===== src/rtl/mem_bus_arbiter.sv =====
// mem_bus_arbiter
// Two-requester (CPU / front panel) arbiter and sequencer for the single
// 4096 x 12-bit memory bus. Grants round-robin, holds the granted
// transaction on the bus until the memory finishes (or a watchdog expires),
// then returns data with a one-cycle done pulse to the winner.
module mem_bus_arbiter #(
  parameter int TIMEOUT_CYCLES = 64
) (
  input  logic        clk,
  input  logic        reset,
  // CPU requester
  input  logic        cpu_req,
  input  logic        cpu_we,
  input  logic        cpu_rtype,
  input  logic [11:0] cpu_addr,
  input  logic [11:0] cpu_wdata,
  output logic        cpu_done,
  output logic        cpu_err,
  output logic [11:0] cpu_rdata,
  // Front-panel requester
  input  logic        pnl_req,
  input  logic        pnl_we,
  input  logic        pnl_rtype,
  input  logic [11:0] pnl_addr,
  input  logic [11:0] pnl_wdata,
  output logic        pnl_done,
  output logic        pnl_err,
  output logic [11:0] pnl_rdata,
  // Memory side
  output logic        mem_read_enable,
  output logic        mem_write_enable,
  output logic        mem_read_type,
  output logic [11:0] mem_address,
  output logic [11:0] mem_write_data,
  input  logic [11:0] mem_read_data,
  input  logic        mem_finished,
  // Status
  output logic        busy,
  output logic        owner
);

  localparam int               CNT_W    = $clog2(TIMEOUT_CYCLES);
  localparam logic [CNT_W-1:0] LAST_CNT = CNT_W'(TIMEOUT_CYCLES - 1);

  typedef enum logic [1:0] {
    IDLE  = 2'd0,
    ISSUE = 2'd1,
    DONE  = 2'd2
  } state_t;

  state_t           state, state_next;
  logic             last_grant;
  logic             lat_we;
  logic [CNT_W-1:0] cnt;
  logic             any_req;
  logic             grant;
  logic             grant_pnl;
  logic             timeout;
  logic             issue_end;

  assign any_req   = cpu_req | pnl_req;
  assign grant     = (state == IDLE) && any_req;
  // Under contention the requester that did not win last time goes first.
  assign grant_pnl = pnl_req & (~cpu_req | ~last_grant);
  assign timeout   = (cnt == LAST_CNT);
  // A finishing memory beats a simultaneous watchdog expiry.
  assign issue_end = (state == ISSUE) && (mem_finished || timeout);
  assign busy      = (state != IDLE);

  // State register.
  always_ff @(posedge clk) begin
    // NOTE: clocked state uses non-blocking assignments so every register
    // samples the pre-edge values, independent of statement order.
    if (reset) state <= IDLE;
    else       state <= state_next;
  end

  // Next-state logic.
  always_comb begin
    // NOTE: default assigned first so no path leaves state_next unassigned,
    // which would otherwise infer a latch.
    state_next = state;
    unique case (state)
      IDLE:    if (any_req)   state_next = ISSUE;
      ISSUE:   if (issue_end) state_next = DONE;
      DONE:                   state_next = IDLE;
      default:                state_next = IDLE;
    endcase
  end

  // Latch the winner's transaction at grant; held for the whole of ISSUE.
  always_ff @(posedge clk) begin
    if (reset) begin
      owner          <= 1'b0;
      last_grant     <= 1'b1;
      lat_we         <= 1'b0;
      mem_address    <= '0;
      mem_write_data <= '0;
      mem_read_type  <= 1'b0;
    end else if (grant) begin
      owner          <= grant_pnl;
      last_grant     <= grant_pnl;
      lat_we         <= grant_pnl ? pnl_we    : cpu_we;
      mem_address    <= grant_pnl ? pnl_addr  : cpu_addr;
      mem_write_data <= grant_pnl ? pnl_wdata : cpu_wdata;
      mem_read_type  <= grant_pnl ? pnl_rtype : cpu_rtype;
    end
  end

  // Memory strobes: raised at grant, dropped on leaving ISSUE.
  always_ff @(posedge clk) begin
    if (reset) begin
      mem_read_enable  <= 1'b0;
      mem_write_enable <= 1'b0;
    end else if (grant) begin
      mem_read_enable  <= grant_pnl ? ~pnl_we : ~cpu_we;
      mem_write_enable <= grant_pnl ?  pnl_we :  cpu_we;
    end else if (issue_end) begin
      mem_read_enable  <= 1'b0;
      mem_write_enable <= 1'b0;
    end
  end

  // Watchdog: counts ISSUE cycles since grant, saturating at the limit.
  always_ff @(posedge clk) begin
    if (reset)                          cnt <= '0;
    else if (grant)                     cnt <= '0;
    else if (state == ISSUE && !timeout) cnt <= cnt + 1'b1;
  end

  // Completion: one-cycle done/err to the winner, read data captured.
  always_ff @(posedge clk) begin
    if (reset) begin
      cpu_done  <= 1'b0;
      cpu_err   <= 1'b0;
      cpu_rdata <= '0;
      pnl_done  <= 1'b0;
      pnl_err   <= 1'b0;
      pnl_rdata <= '0;
    end else begin
      cpu_done <= 1'b0;
      cpu_err  <= 1'b0;
      pnl_done <= 1'b0;
      pnl_err  <= 1'b0;
      if (issue_end) begin
        if (owner) begin
          pnl_done <= 1'b1;
          pnl_err  <= ~mem_finished;
          if (mem_finished && !lat_we) pnl_rdata <= mem_read_data;
        end else begin
          cpu_done <= 1'b1;
          cpu_err  <= ~mem_finished;
          if (mem_finished && !lat_we) cpu_rdata <= mem_read_data;
        end
      end
    end
  end

endmodule

===== config.mk =====
export PLATFORM = sky130hd
export DESIGN_NAME = mem_bus_arbiter
export DESIGN_NICKNAME = d
export VERILOG_FILES = /design/src/rtl/mem_bus_arbiter.sv
export SDC_FILE = /design/constraint.sdc
export NUM_CORES = 1
export LEC_CHECK = 0
export CORE_MARGIN = 1.5
export CORE_UTILIZATION = 30
export CTS_CLUSTER_DIAMETER = 60
export CTS_CLUSTER_SIZE = 24
export DETAILED_ROUTE_END_ITERATION = 10
export SLEW_MARGIN = 20
export SYNTH_ARGS = -nofsm -noshare
export SYNTH_HDL_FRONTEND = slang
export SYNTH_SLANG_ARGS = --single-unit

===== constraint.sdc =====
create_clock -name clk -period 4 [get_ports clk]
set_clock_uncertainty 0.1 [all_clocks]
set_input_delay 1.2 -clock clk [delete_from_list [all_inputs] [get_ports clk]]
set_output_delay 1.2 -clock clk [all_outputs]
set_load 0.05 [all_outputs]

==> Word-level counts from Yosys, hierarchy flattened <==
Index checks and enable logic that the tools add are counted.
{ "totals": {"output_inout_bits": 57, "latchBits": 0, "elab_cells": 61, "mem_bits_rw": 0, "in_bits": 69, "rom_bits": 0, "memories": 0, "register_bits": 66} }
{ "classes": {"div_mod_pow": 0, "muxes": 13, "n_eq_ne": 4, "shift": 0, "magnitude_cmp": 0, "reduce_logical": 17, "n_bitwise": 10, "mul": 0, "addsub": 1} }
{ "ops": {"columns": ["op", "n"], "rows": [
  ["2-to-1 mux 12 bit", 2],
  ["2-to-1 mux 1 bit", 8],
  ["NOT 1 bit", 7],
  ["adder 6 x 1 -> 6 bit (second input constant)", 1],
  ["== test 6 bit (second input constant)", 1],
  ["AND reduction 3 bit", 2],
  ["OR reduction 3 bit", 2],
  ["logical AND 1 bit", 4],
  ["2-to-1 mux 2 bit", 2],
  ["!= test 2 bit (second input constant)", 2],
  ["case mux 2 bit (2 select lines)", 1],
  ["nonzero test 2 bit", 2],
  ["OR reduction 2 bit", 2],
  ["== test 2 x 1 -> 1 bit (second input constant)", 1],
  ["logical NOT 1 bit", 2],
  ["logical NOT 2 bit", 1],
  ["bitwise OR 1 bit", 2],
  ["AND reduction 2 bit", 1],
  ["bitwise AND 1 bit", 1],
  ["logical OR 1 bit", 1]
]} }

==> Longest topological paths before layout <==
{ "logic_depth": {"word_depth": 5, "mapped_depth": 5, "ltp_nobuf": 4} }

==> Worst setup path before layout <==
OpenSTA, ideal clock, no wires.
{ "synth_timing": {"path_kind": "input port to flip-flop", "start": "input pnl_req", "end": "register mem_write_enable", "t_arrival_ns": 2.052, "path_slack_ns": 1.731, "path_buffers": 1, "setup_ns": 0.117, "cell_stages": 4, "required_time_ns": 3.783, "cell_sequence": "a21boi_1 -> buf_4 -> mux2_1 -> a32o_1"} }
{ "synth_between": {"elab_chain_len": 3} }
{ "synth_rtl": {"columns": ["element", "line_no", "text"], "rows": [
  ["start: declaration", "21", "input logic pnl_req,"],
  ["bitwise AND 1 bit or bitwise OR 1 bit (tied branches)", "64, 61", null],
  ["2-to-1 mux 1 bit or logical AND 1 bit (tied branches)", "117, 62", null],
  ["2-to-1 mux 1 bit or nonzero test 2 bit (tied branches)", null, null],
  ["end signal: assignment", "117", "mem_write_enable <= grant_pnl ? pnl_we : cpu_we;"],
  ["end: declaration", "31", "output logic mem_write_enable,"]
]} }
Several ways; a longest one is shown, not always the timed one.
A chain may end at the register's enable or synchronous reset.

==> Worst setup path after layout <==
{ "layout_timing": {"start": "register state[1]", "end": "output busy"} }
{ "layout_between": {"elab_chain_len": 1} }
{ "layout_rtl": {"columns": ["element", "line_no", "text"], "rows": [
  ["start: declaration", "51", "state_t state, state_next;"],
  ["start signal: assignment", "75", "else state <= state_next;"],
  ["nonzero test 2 bit", "68", "assign busy = (state != IDLE);"],
  ["end: declaration", "38", "output logic busy,"]
]} }
Every way passes these cells.

==> results.md <==
* Cell variety after synth at 40
* Count of hold buffers inserted by post-cts repair at 0
* Post CTS Setup Buffer Count at 0
* Min-Delay Path Class: reg2reg
* WS Path Type: reg2out
* Cells after DPL at 520
* IO buf count at 125
* Core footprint at between 0.009 and 0.01 sq mm
* Average wire per cell in the routed design at 14.9 microns
* Adder and majority cell fraction of the synthesized area at less than 1%
* Number of sinks handled by clock tree synthesis at 66
* Multiplexer fraction of the synthesized cell area at around a tenth
* Cell taking the most area after synthesis: dfxtp_1
* DRT Pass-1 Iters at 5
* Core Util, Final at a little under half
* Most frequent cells in the layout: 124 x clkdlybuf4s50_1, 66 x dfxtp_1, 53 x a21oi_1, 29 x mux2i_1, 28 x nand3_1
* Worst skew pair latency at roughly 0.33 ns
* Synthesized-area fraction occupied by xor and xnor cells at 0%
* Result of the run: complete, no violations
* Placed wire-length estimate after detailed placement at 5590 microns
* Number of buffers on the longest clock path at 2
* Main combinational cell family by area after synthesis: compound AO/OA/AOI/OAI gates
* H-tree depth at 3
* Maximum fanout along the worst path at 8
* Synth Area per Inst at 9.24 sq um
* FF-to-FF path depth at 4
* Unrepaired setup endpoints after global routing: false
* Synthesized area at 0.00282 sq mm
* Number of buffers inserted during clock tree synthesis at 9
* Setup TNS after final layout at 0 ns
* Number of maximum-capacitance constraint violations at 0
* Number of global-route vias before repair at around 2600
* Number of instances in the synthesized netlist at around 310
* Post-synthesis compound-gate area fraction at a little over a quarter
* Total GRT Usage at 16.3%
* Width of the die at 99.9 microns
* Startpoint types: register
* Per-cell via count in the routed design at 5.09
* Post-layout min period at 3.17 ns
* Post-synthesis async set-or-reset flop share at 0%
* Number of gates resized after cts at 0
* Number of antenna violations at the first check in global routing at 0
* Largest net degree at the start of global routing at 38
* Number of synthesized register bits at 66
* Clock tree from TritonCTS: built
* Detailed-route DRC error count at 0
* Synthesized netlist net count at 375
* Synth area leaders: dfxtp_1 47%, mux2i_1 10%, a21oi_1 9.4%
* Count of vias placed by the detailed router at 2729
* Post-synth top area share at 46.9%
* Static leakage at 1.53 nW
* Fraction of the cycle the final worst path needs at 79.2%
* Remaining antenna violation count at 0
* Final #Nets at just under 500
* Portion of the post-synthesis area used by sequential elements at a little under half
* Data arrival, critical path at 1.87 ns
* Maximum resistive drop on vdd at 0.000152 V
* Final Hold Vio Count at 0
* Max Clk Rate at 316 MHz
* Total of endpoints with negative setup slack in the final report at 0
* Count of flip-flops with a built-in enable after synthesis at 0
* Weighted congestion reported at the end of routability-driven placement at 0.731
* Post-synthesis simple-gate area fraction at 10.1%
* Total global routing overflow at 0
* Floorplan row count at 35
* Wire length of the first global-routing pass at 13000 microns
* Starting density of the core at 30.8%
* IO Pins at around 130
* Required arrival time at the worst endpoint at about 2.7 ns
* Share of layout cells above drive strength 1 at about 6.4%
* Root buffer cell: clkbuf_8
* Slew Limit Fails at 0
* Die area at 0.00999 sq mm
* Layout overhead on the synthesized area at 54.1%
* Drt initial violations at 104
* Setup crit end kind: primary output
* Final cell count without fillers at between 500 and 600
* Worst max-slew margin expressed relative to the limit at 48.0%
* Most common cell after layout, fill and taps aside: clkdlybuf4s50_1
* Height of the chip at 99.9 microns
* Total inserted antenna cells at 0
* Least-Margin Pin Slew at 0.779 ns
* Power, Total at 1.77 mW
* Power per standard cell area at between 400 and 500 mW/mm^2
* Hold depth at 2
* Clock transition at the register clock pins on the worst setup and hold paths after CTS at 0.07 ns
* Placed Instance Area at 0.00416 sq mm
* Final standard cell area without fillers at 0.00434 sq mm
* Synth warn at 0
* Routed WL at ~8000 microns
* Main synth FF type: dfxtp_1
==> report_power, final <==
part | total (mW) | internal [mW] | switching, mW
clock | 0.519 | 0.275 | 0.244
sequential | 0.737 | 0.706 | 0.0307
combinational | 0.517 | 0.205 | 0.313
total | 1.77 | 1.19 | 0.588
==> synth_stat cells (all sizes together) (3+ instances only) <==
cell	count
nand3	28
clkbuf	15
a31oi	3
o211ai	4
buf	13
o21ai	26
nor3	4
mux2i	29
a211oi	26
dfxtp	66
a21oi	53
inv	4
nor2	6
==> per-stage QoR <==
step	hold slack (ns)	setup slack [ns]
floorplan	0.380	1.73
detailed placement	0.367	0.741
global placement	0.364	0.794
CTS	0.376	0.848
finish	0.373	0.832
global route	0.398	0.743
==> flip-flops by register name, indices dropped and copies added (netlist names) <==
register          flops
cnt                   6
cpu_done              1
cpu_err               1
cpu_rdata            12
last_grant            1
lat_we                1
mem_address          12
mem_read_enable       1
mem_read_type         1
mem_write_data       12
mem_write_enable      1
owner                 1
pnl_done              1
pnl_err               1
pnl_rdata            12
state                 2
==> layer usage <==
metal,up-vias,global-route usage [%],wire [microns]
met1,1239,20.1,3660
met3,9,5.29,667
met4,0,5.85,96
met5,-,0,0
li1,1377,-,-
met2,104,26.9,3560
==> cells by family after synthesis <==
logic type | count (synthesis)
simple gates | 52
mux | 30
buf+inv | 32
fa+ha+maj | 1
flops | 66
compound gates | 124
==> final cells by class <==
type | instances | area [sq um]
well taps | 111 | 139
flip-flops and latches | 66 | 1320
clock buffers | 14 | 173
repair buffers | 132 | 1310
fillers | 910 | 4810
inverters | 4 | 15.0
clock inverters | 2 | 10.0
multi-input cells | 207 | 1380
==> critical path, cell delays in order (launching register included) <==
cell and delay [ns]:
dfxtp_1 0.49, nor2_2 0.08, inv_2 0.15, clkdlybuf4s50_1 0.83
==> worst paths after layout <==
check	start	to	slack, ns
max reg2reg	last_grant	mem_write_data[2]	2.28
min	pnl_rdata[6]	pnl_rdata[6]	0.37
max	state[1]	busy	0.83
min reg2reg	pnl_rdata[6]	pnl_rdata[6]	0.37
No activity file was read; power rests on OpenSTA's default activity.
